==> config.mk <==
export PLATFORM = sky130hd
export DESIGN_NAME = prog_binary_counter_flat
export DESIGN_NICKNAME = d
export VERILOG_FILES = /design/src/rtl/prog_binary_counter_if.sv /design/src/rtl/prog_binary_counter.sv /design/src/flat_wrapper.sv
export SDC_FILE = /design/constraint.sdc
export NUM_CORES = 1
export LEC_CHECK = 0
export ABC_AREA = 1
export CAP_MARGIN = 30
export CORE_ASPECT_RATIO = 0.7
export CORE_MARGIN = 4
export CORE_UTILIZATION = 45
export DETAILED_ROUTE_END_ITERATION = 8
export PLACE_DENSITY = 0.78
export SLEW_MARGIN = 20
export SYNTH_ARGS = -nofsm -noshare
export SYNTH_HDL_FRONTEND = slang
export SYNTH_SLANG_ARGS = --single-unit
==> constraint.sdc <==
create_clock -name clock -period 1.9 [get_ports clock]
set_input_delay 0.38 -clock clock [delete_from_list [all_inputs] [get_ports clock]]
set_output_delay 0.38 -clock clock [all_outputs]
set_load 0.05 [all_outputs]
==> src/rtl/prog_binary_counter_if.sv <==
// Control/status bundle for prog_binary_counter: the block under control
// connects through the slave modport, the controller through the master modport.
interface prog_binary_counter_if #(
  parameter int WIDTH      = 6,
  parameter int PRESCALE_W = 4
);
  logic                  enable;
  logic                  load;
  logic [WIDTH-1:0]      load_value;
  logic                  up_down;
  logic                  saturate;
  logic                  one_shot;
  logic [PRESCALE_W-1:0] prescale;
  logic [WIDTH-1:0]      compare_value;
  logic                  clear_flags;
  logic [WIDTH-1:0]      count;
  logic                  tick;
  logic                  terminal;
  logic                  match;
  logic                  overflow;
  logic                  done;

  modport master (
    output enable, load, load_value, up_down, saturate, one_shot,
           prescale, compare_value, clear_flags,
    input  count, tick, terminal, match, overflow, done
  );

  modport slave (
    input  enable, load, load_value, up_down, saturate, one_shot,
           prescale, compare_value, clear_flags,
    output count, tick, terminal, match, overflow, done
  );
endinterface

==> src/rtl/prog_binary_counter.sv <==
// Prescaled up/down event counter with load, wrap/saturate/one-shot terminal
// handling, compare match and a sticky overflow flag.
module prog_binary_counter #(
  parameter int WIDTH      = 6,
  parameter int PRESCALE_W = 4
) (
  input  logic                  clock,
  input  logic                  reset,
  prog_binary_counter_if.slave  bus
);

  localparam logic [0:0] ST_RUN  = 1'b0;
  localparam logic [0:0] ST_DONE = 1'b1;

  localparam logic [WIDTH-1:0]      CNT_ZERO = {WIDTH{1'b0}};
  localparam logic [WIDTH-1:0]      CNT_ONES = {WIDTH{1'b1}};
  localparam logic [WIDTH-1:0]      CNT_ONE  = {{(WIDTH-1){1'b0}}, 1'b1};
  localparam logic [PRESCALE_W-1:0] PRE_ZERO = {PRESCALE_W{1'b0}};
  localparam logic [PRESCALE_W-1:0] PRE_ONE  = {{(PRESCALE_W-1){1'b0}}, 1'b1};

  logic [WIDTH-1:0]      count_q, count_d;
  logic [PRESCALE_W-1:0] presc_q, presc_d;
  logic                  tick_q, tick_d;
  logic                  ovf_q, ovf_d;
  logic [0:0]            state_q, state_d;
  logic                  terminal_s;
  logic                  ovf_set_s;

  assign terminal_s = bus.up_down ? (count_q == CNT_ONES) : (count_q == CNT_ZERO);

  // Next-state logic: load beats a step, and a step at terminal raises overflow.
  always_comb begin
    count_d   = count_q;
    presc_d   = presc_q;
    tick_d    = 1'b0;
    state_d   = state_q;
    ovf_set_s = 1'b0;
    if (bus.load) begin
      count_d = bus.load_value;
      presc_d = PRE_ZERO;
      state_d = ST_RUN;
    end else if ((state_q == ST_RUN) && bus.enable) begin
      if (presc_q == bus.prescale) begin
        presc_d = PRE_ZERO;
        tick_d  = 1'b1;
        if (terminal_s) begin
          ovf_set_s = 1'b1;
          if (bus.one_shot) begin
            state_d = ST_DONE;
          end else if (bus.saturate) begin
            count_d = count_q;
          end else begin
            count_d = bus.up_down ? CNT_ZERO : CNT_ONES;
          end
        end else begin
          count_d = bus.up_down ? (count_q + CNT_ONE) : (count_q - CNT_ONE);
        end
      end else begin
        presc_d = presc_q + PRE_ONE;
      end
    end else begin
      presc_d = presc_q;
    end

    if (ovf_set_s) begin
      ovf_d = 1'b1;
    end else if (bus.clear_flags) begin
      ovf_d = 1'b0;
    end else begin
      ovf_d = ovf_q;
    end
  end

  // State registers with asynchronous reset.
  always_ff @(posedge clock or posedge reset) begin
    if (reset) begin
      count_q <= CNT_ZERO;
      presc_q <= PRE_ZERO;
      tick_q  <= 1'b0;
      ovf_q   <= 1'b0;
      state_q <= ST_RUN;
    end else begin
      count_q <= count_d;
      presc_q <= presc_d;
      tick_q  <= tick_d;
      ovf_q   <= ovf_d;
      state_q <= state_d;
    end
  end

  assign bus.count    = count_q;
  assign bus.tick     = tick_q;
  assign bus.overflow = ovf_q;
  assign bus.done     = (state_q == ST_DONE);
  assign bus.terminal = terminal_s;
  assign bus.match    = (count_q == bus.compare_value);

endmodule
==> src/flat_wrapper.sv <==
// flat-port wrapper written by rule: the top's interface ports become plain ports
module prog_binary_counter_flat 
#(
  parameter int WIDTH      = 6,
  parameter int PRESCALE_W = 4
)
  (clock, reset, bus_enable, bus_load, bus_load_value, bus_up_down, bus_saturate, bus_one_shot, bus_prescale, bus_compare_value, bus_clear_flags, bus_count, bus_tick, bus_terminal, bus_match, bus_overflow, bus_done);
  prog_binary_counter_if #(.WIDTH(WIDTH), .PRESCALE_W(PRESCALE_W)) bus_i ();
  input  logic clock;
  input  logic reset;
  input wire logic [$bits(bus_i.enable)-1:0] bus_enable;
  input wire logic [$bits(bus_i.load)-1:0] bus_load;
  input wire logic [$bits(bus_i.load_value)-1:0] bus_load_value;
  input wire logic [$bits(bus_i.up_down)-1:0] bus_up_down;
  input wire logic [$bits(bus_i.saturate)-1:0] bus_saturate;
  input wire logic [$bits(bus_i.one_shot)-1:0] bus_one_shot;
  input wire logic [$bits(bus_i.prescale)-1:0] bus_prescale;
  input wire logic [$bits(bus_i.compare_value)-1:0] bus_compare_value;
  input wire logic [$bits(bus_i.clear_flags)-1:0] bus_clear_flags;
  output wire logic [$bits(bus_i.count)-1:0] bus_count;
  output wire logic [$bits(bus_i.tick)-1:0] bus_tick;
  output wire logic [$bits(bus_i.terminal)-1:0] bus_terminal;
  output wire logic [$bits(bus_i.match)-1:0] bus_match;
  output wire logic [$bits(bus_i.overflow)-1:0] bus_overflow;
  output wire logic [$bits(bus_i.done)-1:0] bus_done;
  assign bus_i.enable = bus_enable;
  assign bus_i.load = bus_load;
  assign bus_i.load_value = bus_load_value;
  assign bus_i.up_down = bus_up_down;
  assign bus_i.saturate = bus_saturate;
  assign bus_i.one_shot = bus_one_shot;
  assign bus_i.prescale = bus_prescale;
  assign bus_i.compare_value = bus_compare_value;
  assign bus_i.clear_flags = bus_clear_flags;
  assign bus_count = bus_i.count;
  assign bus_tick = bus_i.tick;
  assign bus_terminal = bus_i.terminal;
  assign bus_match = bus_i.match;
  assign bus_overflow = bus_i.overflow;
  assign bus_done = bus_i.done;
  prog_binary_counter #(.WIDTH(WIDTH), .PRESCALE_W(PRESCALE_W)) u_core (.clock(clock), .reset(reset), .bus(bus_i));
endmodule
-- After elaboration in Yosys (flattened, before gate mapping)
Index checks and enable logic that the tools add are counted.
- register bits after elaboration: 13
- output and inout bits: 11
- word-level logic and storage cells: 49
- bits of input ports: 24
- eq/ne operators: 5
- reductions and logical operators: 9
- muxes and demuxes: 26
- bitwise gates (word level): 1
- add/sub/neg operators: 3
- operators with widths (cell ; count):
    $mux W6 ; 8
    $mux W1 ; 15
    $mux W4 ; 3
    $reduce_bool A2 Y1 ; 5
    $reduce_and A4 Y1 ; 2
    $add A6 B1 Y6 const B ; 1
    $eq A6 B6 Y1 ; 1
    $eq A6 B6 Y1 const B ; 1
    $logic_not A6 Y1 ; 1
    $ne A3 B3 Y1 const B ; 2
    $sub A6 B1 Y6 const B ; 1
    $add A4 B1 Y4 const B ; 1
    $eq A4 B4 Y1 ; 1
    $logic_and A1 B1 Y1 ; 1
    $not A1 Y1 ; 1

-- Logic depth before layout (Yosys ltp)
Gate-level depths: netlist of the first run.
- word-level depth: 7
- depth in mapped cells: 11
- depth with buffers taken out: 11

-- Worst setup path after synthesis of the first run
OpenSTA, ideal clock, no wires.
- path type: reg-to-output
- start: register u_core.count_q[0] (netlist: u_core.bus.count[0])
- end: output port bus_match
- arrival time: 2.081 ns
- path buffers: 0
- stages on the path, launching flop included: 5
- data required time: 1.520 ns
- slack: -0.561 ns
- path through: dfrtp_1 inv_2 nand2_1 nand4_1 nor3_1
- word-level cells in the longest chain between the ends: 1
- RTL lines (item ; RTL line ; source):
    start: declaration ; prog_binary_counter.sv:21 ; logic [WIDTH-1:0] count_q, count_d;
    start signal: assignment ; prog_binary_counter.sv:83 ; count_q <= count_d;
    $eq A6 B6 Y1 ; prog_binary_counter.sv:96 ; assign bus.match = (count_q == bus.compare_value);
    end: declaration ; flat_wrapper.sv:23 ; output wire logic [$bits(bus_i.match)-1:0] bus_match;
Every way passes these cells.

-- Worst setup path in the final report of the first run
- start: input port bus_compare_value[5]
- end: output port bus_match
- word-level cells in the longest chain between the ends: 1
- RTL lines (item ; RTL line ; source):
    start: declaration ; flat_wrapper.sv:18 ; input wire logic [$bits(bus_i.compare_value)-1:0] bus_compare_value;
    $eq A6 B6 Y1 ; prog_binary_counter.sv:96 ;
Every way passes these cells.

==> summary.md, run 1 <==
| Metric | Value |
|---|---|
| Unique masters post-synth | 25 |
| Commonest non-fill, non-tap cells in the layout | 56 x nand2_1, 20 x clkdlybuf4s50_1, 18 x buf_4, 16 x nor2_1, 14 x inv_1 |
| Iteration-0 DRC Markers | 42 |
| Core area | 2210 um^2 |
| Yosys reg bits | 13 |
| Crit. End Element | output pin |
| Worst Hold Class | in2async |
| Power, Total | 1.37 mW |
| Post-CTS Hold Buffers | 0 |
| P_leak | ~0.86 nW |
| GP Congestion | 0.785 |
| Mapped Avg Cell Area | approximately 6.8 um^2 |
| Final WS setup | 62.9 ps |
| Pre-antenna DRT Iters | 4 |
| Unrepaired setup endpoints after global routing | yes |
| Setup CP Type | in2out |
| CTS tree | done |
| Post-Synthesis Cells | approximately 160 |
| Antenna Nets Post-Route | 0 |
| Skew final | 6.15 ps |
| Hold WS | 420 ps |
| ANT cells | 0 |
| Post-DR wirelength/cell | 13.4 um |
| Die Width | 66.6 um |
| Layout Nets | 239 |
| Slew headroom | 0.665 |
| Total track usage | 0.199 |
| Worst Setup Start Kind | primary input |
| First-pass GRT wire length | 5010 um |
| Worst-path fanout max | 2 |
| Post-Syn Nets | 188 |
| CP arrival | 1460 ps |
| Share of cells above drive strength 1 | 0.279 |
| Die Y | between 40 and 50 um |
| Seq/Total Area, Yosys | 0.301 |
| Root buf cell | clkbuf_4 |
| Slew Viols, Final | 0 |
| DRC viols | 0 |
| Floorplan row count | 14 |
| IO Port Bufs | 34 |
| Place WS | -196 ps |
| Commonest non-fill, non-tap cell in the layout | nand2_1 |
| DP Wirelength | roughly 2500 um |
| Asr flop ratio synth | 1.00 |
| Die footprint | 3260 um^2 |
| Vias per Instance | 5.15 |
| Peak supply drop | 0.633 mV |
| Largest net degree at the start of global routing | 14 |
| Final Hold Viols | 0 |
| Syn. warnings | 0 |
| Starting Density | 0.489 |
| Crit path time final | 1840 ps |
| Post-synth EDFFs | 0 |
| Top-Level Pins | 35 |
| Status | completed |
| Actual slew at the worst max-slew pin | 502 ps |
| CTS Buffer Depth | 2 |
| Worst EP required | between 1500 and 2000 ps |
| Overflow after GRT | 0 |
| Via count | 1237 |
| Power Dens Cells | 837 nW/um^2 |
| Clock-pin slew on the worst setup and hold paths | 80 ps |
| Routed wire length | roughly 3200 um |
| Htree depth | 1 |
| TritonCTS Buffers | 3 |
| Initial antenna violation count | 0 |
| Synth-to-Final Area Change | 51.9% |
| Vias in the first global route | 1115 |
| Ys flop type | dfrtp_1 |
| # clock sinks | 13 |
| Clk Latency, worst-skew pair | between 200 and 300 ps |
| Fin crit share | 0.967 |
| Max-cap violation count | 0 |
| Fmax | 0.544 GHz |
| Final setup viols | 0 |
| Synthesized cell area | 1080 um^2 |
-- synth_stat cells (2+ instances only) --
master    n  area [um^2]
nand2_2   3         18.8
inv_1    16         60.1
inv_2     3         11.3
a21oi_1   4         20.0
xor2_1    4         35.0
nor2_2    3         18.8
dfrtp_1  13          325
nor3_1    2         10.0
nand2_4   2         22.5
or2_2     3         18.8
xnor2_1   2         17.5
nand2_1  57          214
o21ai_0   8         40.0
nand3_1   4         20.0
o21ai_2   3         26.3
nand4_1   2         12.5
nor2_1   17         63.8
ha_1      5         62.6
-- timing repair --
action | CTS | global route
setup buffers | 1 | 3
gates resized for setup | 5 | 15
endpoints found under the setup margin | 2 | 4
pin swaps | 2 | 5
-- critical path: stages --
cell	delay, ps
clkdlybuf4s50_1	440
nand2_1	100
o2111ai_2	140
nor3_4	240
buf_12	160
-- power breakdown --
group          internal, mW  total (mW)  leakage [nW]  switching (mW)
logic                 0.333       0.787         0.677           0.454
clock network        0.0781       0.172        0.0177          0.0934
registers             0.324       0.414         0.162          0.0904
total                 0.735        1.37         0.857           0.638
-- layer usage --
| layer | global-route usage | part of all wire |
|---|---|---|
| met1 | 0.251 | 0.41 |
| met2 | 0.339 | 0.51 |
| met3 | 0.0599 | 0.079 |
| met4 | 0.0304 | 0.0044 |
| met5 | 0 | 0 |
-- through the flow --
stage / cells / area, um^2 / util / TNS (ps)
6_report: 240 / 1640 / 0.743 / 0
5_1_grt: 240 / 1640 / 0.743 / -24.1
4_1_cts: 237 / 1590 / 0.720 / -8.22
3_5_place_dp: 232 / 1530 / 0.695 / -675
3_3_place_gp: 232 / 1530 / 0.695 / -403
2_1_floorplan: 158 / 1090 / - / 0
-- registers in the layout, summed over array words and instances, names as in the netlist --
signal / cells
u_core.presc_q: 4
u_core.bus.count: 6
u_core.bus.tick: 1
u_core.bus.overflow: 1
u_core.bus.done: 1
-- area by class of cell --
type,instances,area [um^2]
multi-input combinational,125,711
fill,181,567
timing repair buffer,47,458
sequential,13,333
inverter,19,71.3
tap,32,40.0
clock buffer,3,22.5
clock inverter,1,5.00
-- final timing paths --
path | start | endpoint | slack (ps) | cells after the start
max | bus_compare_value[5] | bus_match | 60 | 5
min | reset | u_core.presc_q[2] | 420 | 2
max reg2reg | u_core.bus.count[0] | u_core.bus.count[2] | 200 | 7
min reg2reg | u_core.bus.done | u_core.bus.done | 560 | 2
max in group asynchronous | reset | u_core.bus.count[1] | 1110 | 2
min in group clock | u_core.bus.done | u_core.bus.done | 560 | 2
-- logic make-up (layout without fill, tap and decap cells) --
| kind of cell | count (synthesis) | in the layout | share of synthesized area |
|---|---|---|---|
| and+or+nand+nor | 95 | 95 | 0.386 |
| buffers and inverters | 20 | 70 | 0.0765 |
| AOI/OAI and AO/OA | 18 | 18 | 0.111 |
| DFF | 13 | 13 | 0.301 |
| adders and majority gates | 6 | 6 | 0.0765 |
| xor gates and xnor gates | 6 | 6 | 0.0487 |
(Power assumes the default switching activity.)
==> run 2, diff against run 1 <==
--- a/config.mk
+++ b/config.mk
@@ -5,13 +5,13 @@
 export SDC_FILE = /design/constraint.sdc
 export NUM_CORES = 1
 export LEC_CHECK = 0
-export ABC_AREA = 1
 export CAP_MARGIN = 30
 export CORE_ASPECT_RATIO = 0.7
 export CORE_MARGIN = 4
 export CORE_UTILIZATION = 45
 export DETAILED_ROUTE_END_ITERATION = 8
-export PLACE_DENSITY = 0.78
+export HOLD_SLACK_MARGIN = 0.02
+export PLACE_DENSITY = 0.79
 export SLEW_MARGIN = 20
 export SYNTH_ARGS = -nofsm -noshare
 export SYNTH_HDL_FRONTEND = slang
==> summary.md, run 2 <==
| Metric | Value |
|---|---|
| Status | complete, but fails checks |
| Failing checks | negative setup slack |
| Floorplan row count | 14 (unchanged) |
| # clock sinks | 13 (unchanged) |
| Max incr delay on CP | 500 ps (+60 ps) |
| Slowest-stage cell, CP | dfrtp_2 |
| Share of cells above drive strength 1 | 0.404 (+0.125) |
| Crit. End Element | output pin |
| Largest net degree at the start of global routing | 14 (unchanged) |
| Worst Path Buf+Inv | 2 (unchanged) |
| Peak supply drop | 0.458 mV (-28%) |
| Htree depth | 1 (unchanged) |
| Die Width | 65.0 um (-2.4%) |
| Pre-antenna DRT Iters | 4 (unchanged) |
| TritonCTS Buffers | 3 (unchanged) |
| Switching Fraction | 0.443 (-0.0215) |
| DRC viols | 0 (unchanged) |
| Slew Viols, Final | 0 (unchanged) |
| Top-count cell post-synth | dfrtp_1 |
| First-pass GRT wire length | 5040 um (+0.56%) |
| CP arrival | 1550 ps (+90 ps) |
| Largest area contributor in the netlist | dfrtp_1 |
| ANT cells | 0 (unchanged) |
| Placed Area | 1580 um^2 (+3.0%) |
| Post-Synthesis Cells | 106 (-33%) |
| Commonest non-fill, non-tap cell in the layout | buf_4 |
| Total track usage | 0.218 (+0.0189) |
| Via count | 1176 (-4.9%) |
| Final Hold Viols | 0 (unchanged) |
| Worst r2r src | u_core.bus.count[2] |
| Most frequent cells after synthesis | 13 x dfrtp_1, 7 x xor2_1 |
| Final WS setup | -31.6 ps (-94.4 ps) |
| Initial antenna violation count | 0 (unchanged) |
| Psw | 0.708 mW (+11%) |
| Unique masters post-synth | 40 (+60%) |
| Vias per Instance | 5.79 (+12%) |
| Layout Nets | 202 (-15%) |
| Post-DR wirelength/cell | 18.7 um (+39%) |
| Asr flop ratio synth | 1.00 (unchanged) |
| Crit path launch | u_core.bus.count[2] |
| Seq/Total Area, Yosys | 0.318 (+0.0170) |
| Post-synth EDFFs | 0 (unchanged) |
| Hold WS | 449 ps (+29.1 ps) |
| Crit path time final | 1930 ps (+94.4 ps) |
| Worst EP required | 1520 ps (about the same) |
| IO Port Bufs | 34 (unchanged) |
| Mapped Avg Cell Area | 9.64 um^2 (+41%) |
| Critical-path cell list | buf_6 -> and4_4 -> nand4_4 -> nand2_4 -> buf_12 |
| Die Y | 47.9 um (-2.3%) |
| Clock-pin slew on the worst setup and hold paths | 80 ps (about the same) |
| Ys flop type | dfrtp_1 |
| Largest cells by area after synthesis | dfrtp_1 32%, ha_1 6.1%, xor2_1 6.0%, xnor2_1 5.1%, o21ai_0 2.9% |
| Final Core Density | 0.830 (+0.0872) |
| DP Wirelength | 2420 um (-3.9%) |
| Fill cells | 118 (-35%) |
| Multi-input logic area | 786 um^2 (+11%) |
| Die footprint | 3110 um^2 (-4.6%) |
| Register area | 335 um^2 (+0.75%) |
| Worst Hold Class | in2async |
| Clk Latency, worst-skew pair | 280 ps (about the same) |
| Fin crit share | 1.02 (+0.0497) |
| Worst Setup Start Kind | register |
| CP top delay family | flip-flops |
| Final setup viols | 2 (+2) |
| Final Non-Filler Cells | 203 (-15%) |
| GP Congestion | 0.856 (+9.1%) |
| Antenna Nets Post-Route | 0 (unchanged) |
| Unrepaired setup endpoints after global routing | yes |
| Max FFs per register | 6 (unchanged) |
| Finished Cell Area | 1790 um^2 (+9.1%) |
| Top-Level Pins | 35 (unchanged) |
| Yosys reg bits | 13 (unchanged) |
| Max-cap violation count | 0 (unchanged) |
| Setup CP Type | reg2out |
| Overflow after GRT | 0 (unchanged) |
| Combinational power share | 0.606 (+0.033) |
| Clk pwr share | 0.112 (-0.013) |
| Iteration-0 DRC Markers | 53 (+26%) |
| Power, Total | 1.60 mW (+16%) |
| Core area | 2150 um^2 (-2.4%) |
| Cells after DPL | 189 (-19%) |
| Worst-path fanout max | 5 (+3) |
| Synth-to-Final Area Change | 75.0% |
| Synthesized cell area | 1020 um^2 (-5.3%) |
| Actual slew at the worst max-slew pin | 521 ps (+19.1 ps) |
| CTS tree | done |
| Fmax | 0.518 GHz (-4.9%) |
| Place WS | -496 ps (-299 ps) |
| Post-Syn Nets | 136 (-28%) |
| Power Dens Cells | 892 nW/um^2 (+6.6%) |
| Commonest non-fill, non-tap cells in the layout | 31 x buf_4, 20 x clkdlybuf4s50_1, 7 x dfrtp_1, 6 x xor2_1, 6 x o21ai_1 |
| Syn. warnings | 0 (unchanged) |
| Yosys top cell area share | 0.318 (+0.0170) |
| Internal | 0.889 mW (+21%) |
| Slew headroom | 0.652 (-0.0128) |
| Setup tns final | -39.3 ps (-39.3 ps) |
| Starting Density | 0.474 (-0.0148) |
| CTS Buffer Depth | 2 (unchanged) |
| Skew final | 0.624 ps (-5.52 ps) |
| P_leak | 0.807 nW (-5.9%) |
| Reg power frac | 0.281 (-0.021) |
| Vias in the first global route | 1042 (-6.5%) |
| Routed wire length | 3790 um (+18%) |
| Root buf cell | clkbuf_4 |
[run 2: power by group through the flow]
| stage | logic (mW) | registers (mW) | clock network (mW) |
|---|---|---|---|
| 2_1_floorplan | 0.367 | 0.554 | 0 |
| 3_3_place_gp | 0.738 | 0.441 | 0 |
| 3_5_place_dp | 0.755 | 0.443 | 0 |
| 4_1_cts | 0.811 | 0.452 | 0.183 |
| 5_1_grt | 1.02 | 0.458 | 0.201 |
| 6_report | 0.968 | 0.449 | 0.179 |
[run 2: area by class of cell]
class / count / share of cell area
clock buffers: 4 / 0.0147
inverters: 6 / 0.0140
multi-input cells: 86 / 0.439
flip-flops and latches: 13 / 0.187
well taps: 32 / 0.0224
repair buffers: 62 / 0.322
[run 2: layer usage]
layer | global-route usage | wire length, um | share of wire
met4 | 0.0252 | 138 | 0.036
met3 | 0.0681 | 274 | 0.072
met2 | 0.382 | 1870 | 0.49
met5 | 0 | 0 | 0
met1 | 0.279 | 1510 | 0.40
[run 2: path summary, 6_finish.rpt]
kind | to | slack (ps) | depth (start not counted)
max | bus_terminal | -30 | 5
min in group clock | u_core.presc_q[3] | 540 | 1
min reg2reg | u_core.presc_q[3] | 540 | 1
min | u_core.bus.overflow | 450 | 2
max in group asynchronous | u_core.bus.count[0] | 1060 | 2
max reg2reg | u_core.bus.count[0] | 20 | 7
[run 2: worst register-to-register path, stage by stage, from the launching register on]
cell and delay, ps:
dfrtp_2 500, buf_6 140, and4_4 220, nand4_4 160, a211oi_4 360, buf_4 210
o21ai_0 120, nand3_1 110
[run 2: repair_timing]
action / 4_1_cts / 5_1_grt
buffers inserted: 2 / 8
endpoints found under the setup margin: 5 / 5
pin swaps: 5 / 10
hold buffers: 0 / 0
gates resized for setup: 11 / 13
[run 2: cell families after synthesis]
logic type / count (synthesis) / share of synthesized area
compound gates: 33 / 0.233
simple gates: 32 / 0.208
xor+xnor: 13 / 0.111
flops: 13 / 0.318
buf+inv: 7 / 0.0269
fa+ha+maj: 6 / 0.0808
mux: 2 / 0.0220
==> run 3, diff against run 2 <==
--- a/config.mk
+++ b/config.mk
@@ -10,8 +10,9 @@
 export CORE_MARGIN = 4
 export CORE_UTILIZATION = 45
 export DETAILED_ROUTE_END_ITERATION = 8
+export DONT_BUFFER_PORTS = 1
 export HOLD_SLACK_MARGIN = 0.02
-export PLACE_DENSITY = 0.79
+export PLACE_DENSITY = 0.6
 export SLEW_MARGIN = 20
 export SYNTH_ARGS = -nofsm -noshare
 export SYNTH_HDL_FRONTEND = slang
==> summary.md, run 3 (synthesis results as in run 2) <==
| Metric | Value |
|---|---|
| Final setup viols | 1 (-1) |
| Critical-path cell list | buf_6 -> xnor2_2 -> nand4_1 -> nor3_4 -> buf_6 |
| Via count | 964 (-18%) |
| Clock-pin slew on the worst setup and hold paths | 80 ps (about the same) |
| Core area | 2150 um^2 (unchanged) |
| Synth-to-Final Area Change | 29.0% |
| Top-Level Pins | 35 (unchanged) |
| Overflow after GRT | 0 (unchanged) |
| Worst Hold Class | in2reg |
| IO Port Bufs | 0 (-100%) |
| Cells after DPL | 152 (-20%) |
| Htree depth | 1 (unchanged) |
| Total track usage | 0.188 (-0.0300) |
| TritonCTS Buffers | 3 (unchanged) |
| Flop2flop setup slack | 20 ps (about the same) |
| Fmax | 0.519 GHz (+0.29%) |
| Die Width | 65.0 um (unchanged) |
| CTS Buffer Depth | 2 (unchanged) |
| Setup CP Type | reg2out |
| Worst EP required | 1520 ps (about the same) |
| P_leak | 0.569 nW (-30%) |
| Worst-path fanout max | 4 (-1) |
| Crit. End Element | output pin |
| Final WS setup | -26.0 ps (+5.57 ps) |
| Met1 usage | 0.235 (-0.0437) |
| First-pass GRT wire length | 4360 um (-13%) |
| Slew Viols, Final | 0 (unchanged) |
| Failing checks | negative setup slack |
| GP Congestion | 0.838 (-2.1%) |
| Commonest non-fill, non-tap cell in the layout | buf_4 |
| Fin crit share | 1.01 (-0.00293) |
| Power Dens Cells | 1030 nW/um^2 (+15%) |
| Crit path time final | 1930 ps (-5.57 ps) |
| CP arrival | 1550 ps (about the same) |
| Max-cap violation count | 0 (unchanged) |
| Max incr delay on CP | 450 ps (-50 ps) |
| DP Wirelength | 2140 um (-11%) |
| Slew headroom | 0.673 (+0.0210) |
| Floorplan row count | 14 (unchanged) |
| ANT cells | 0 (unchanged) |
| M2 GR Usage | 0.307 (-0.0752) |
| Post-DR wirelength/cell | 17.4 um (-7.0%) |
| Power, Total | 1.36 mW (-15%) |
| Routed wire length | 2800 um (-26%) |
| Skew final | 2.56 ps (+1.93 ps) |
| Iteration-0 DRC Markers | 48 (-9.4%) |
| DRC viols | 0 (unchanged) |
| CTS tree | done |
| Root buf cell | clkbuf_4 |
| Share of cells above drive strength 1 | 0.333 (-0.0702) |
| Slowest-stage cell, CP | dfrtp_2 |
| Starting Density | 0.474 (unchanged) |
| Clk Latency, worst-skew pair | 280 ps (about the same) |
| Setup tns final | -26.0 ps (+13.2 ps) |
| Vias in the first global route | 945 (-9.3%) |
| Peak supply drop | 0.452 mV (-1.4%) |
| Actual slew at the worst max-slew pin | 490 ps (-31.5 ps) |
| Final Hold Viols | 0 (unchanged) |
| Pre-antenna DRT Iters | 4 (unchanged) |
| Die Y | 47.9 um (unchanged) |
| Cell mode on critical path | buf_6 |
| # clock sinks | 13 (unchanged) |
| Status | complete, but fails checks |
| Grt peak-use layer | met2 |
| Vias per Instance | 5.99 (+3.4%) |
| Final Non-Filler Cells | 161 (-21%) |
| Max FFs per register | 6 (unchanged) |
| Commonest non-fill, non-tap cells in the layout | 13 x buf_4, 7 x xor2_1, 7 x dfrtp_1 |
| GR met3 Demand/Resource | 0.0845 (+0.0164) |
| Largest net degree at the start of global routing | 14 (unchanged) |
| Unrepaired setup endpoints after global routing | yes |
| Antenna Nets Post-Route | 0 (unchanged) |
| Layout Nets | 160 (-21%) |
| Initial antenna violation count | 0 (unchanged) |
| Die footprint | 3110 um^2 (unchanged) |
| Worst Setup Start Kind | register |
-- run 3: power by group --
| group | leakage, nW | switching (mW) | internal, mW |
|---|---|---|---|
| registers | 0.161 | 0.0921 | 0.329 |
| clock network | 0.0150 | 0.0932 | 0.0817 |
| logic | 0.393 | 0.429 | 0.332 |
-- run 3: path summary, 6_finish.rpt --
path                       cells after the start             endpoint           startpoint
setup / recovery                               5            bus_match  u_core.bus.count[2]
hold / removal                                 1      u_core.bus.done             bus_load
min in group asynchronous                      2  u_core.bus.overflow                reset
hold reg to reg                                1    u_core.presc_q[3]    u_core.presc_q[3]
setup reg to reg                               6  u_core.bus.count[4]  u_core.bus.count[0]
max in group asynchronous                      2  u_core.bus.count[0]                reset
-- run 3: area by class of cell --
type                            instances  area [um^2]
Tap cell                               32         40.0
Timing Repair Buffer                   20          175
Sequential cell                        13          335
Fill cell                             186          836
Multi-Input combinational cell         86          719
Inverter                                6         22.5
Clock buffer                            4         26.3
-- run 3: routing by layer --
| layer | vias up | routed length, um |
|---|---|---|
| met1 | 447 | 1120 |
| li1 | 444 | - |
| met4 | 0 | 37 |
| met3 | 10 | 378 |
| met2 | 63 | 1260 |
| met5 | - | 0 |
-- run 3: worst max-delay path, delay by kind of cell (launching register included) --
family        cells  cell delay, ps
flops             1             450
xor+xnor          1             160
simple gates      2             290
buf+inv           2             360
-- run 3: timing repair --
action                                  in CTS  in global routing
hold buffers                                 1                  0
setup buffers                                2                  2
endpoints found under the hold margin       13                  0
endpoints found under the setup margin       3                  4
resized for setup                            8                  2
pin swaps                                    1                  2
-- run 3: through the flow --
stage                     setup slack (ps)   util  cell area, um^2  hold slack (ps)
after floorplan                       7.42      -             1070              257
after global placement                21.6  0.564             1210              326
after detailed placement             -24.8  0.564             1210              320
after CTS                            -20.6  0.603             1300              148
after global routing                  -117  0.612             1320              135
final                                -26.0  0.612             1320              154
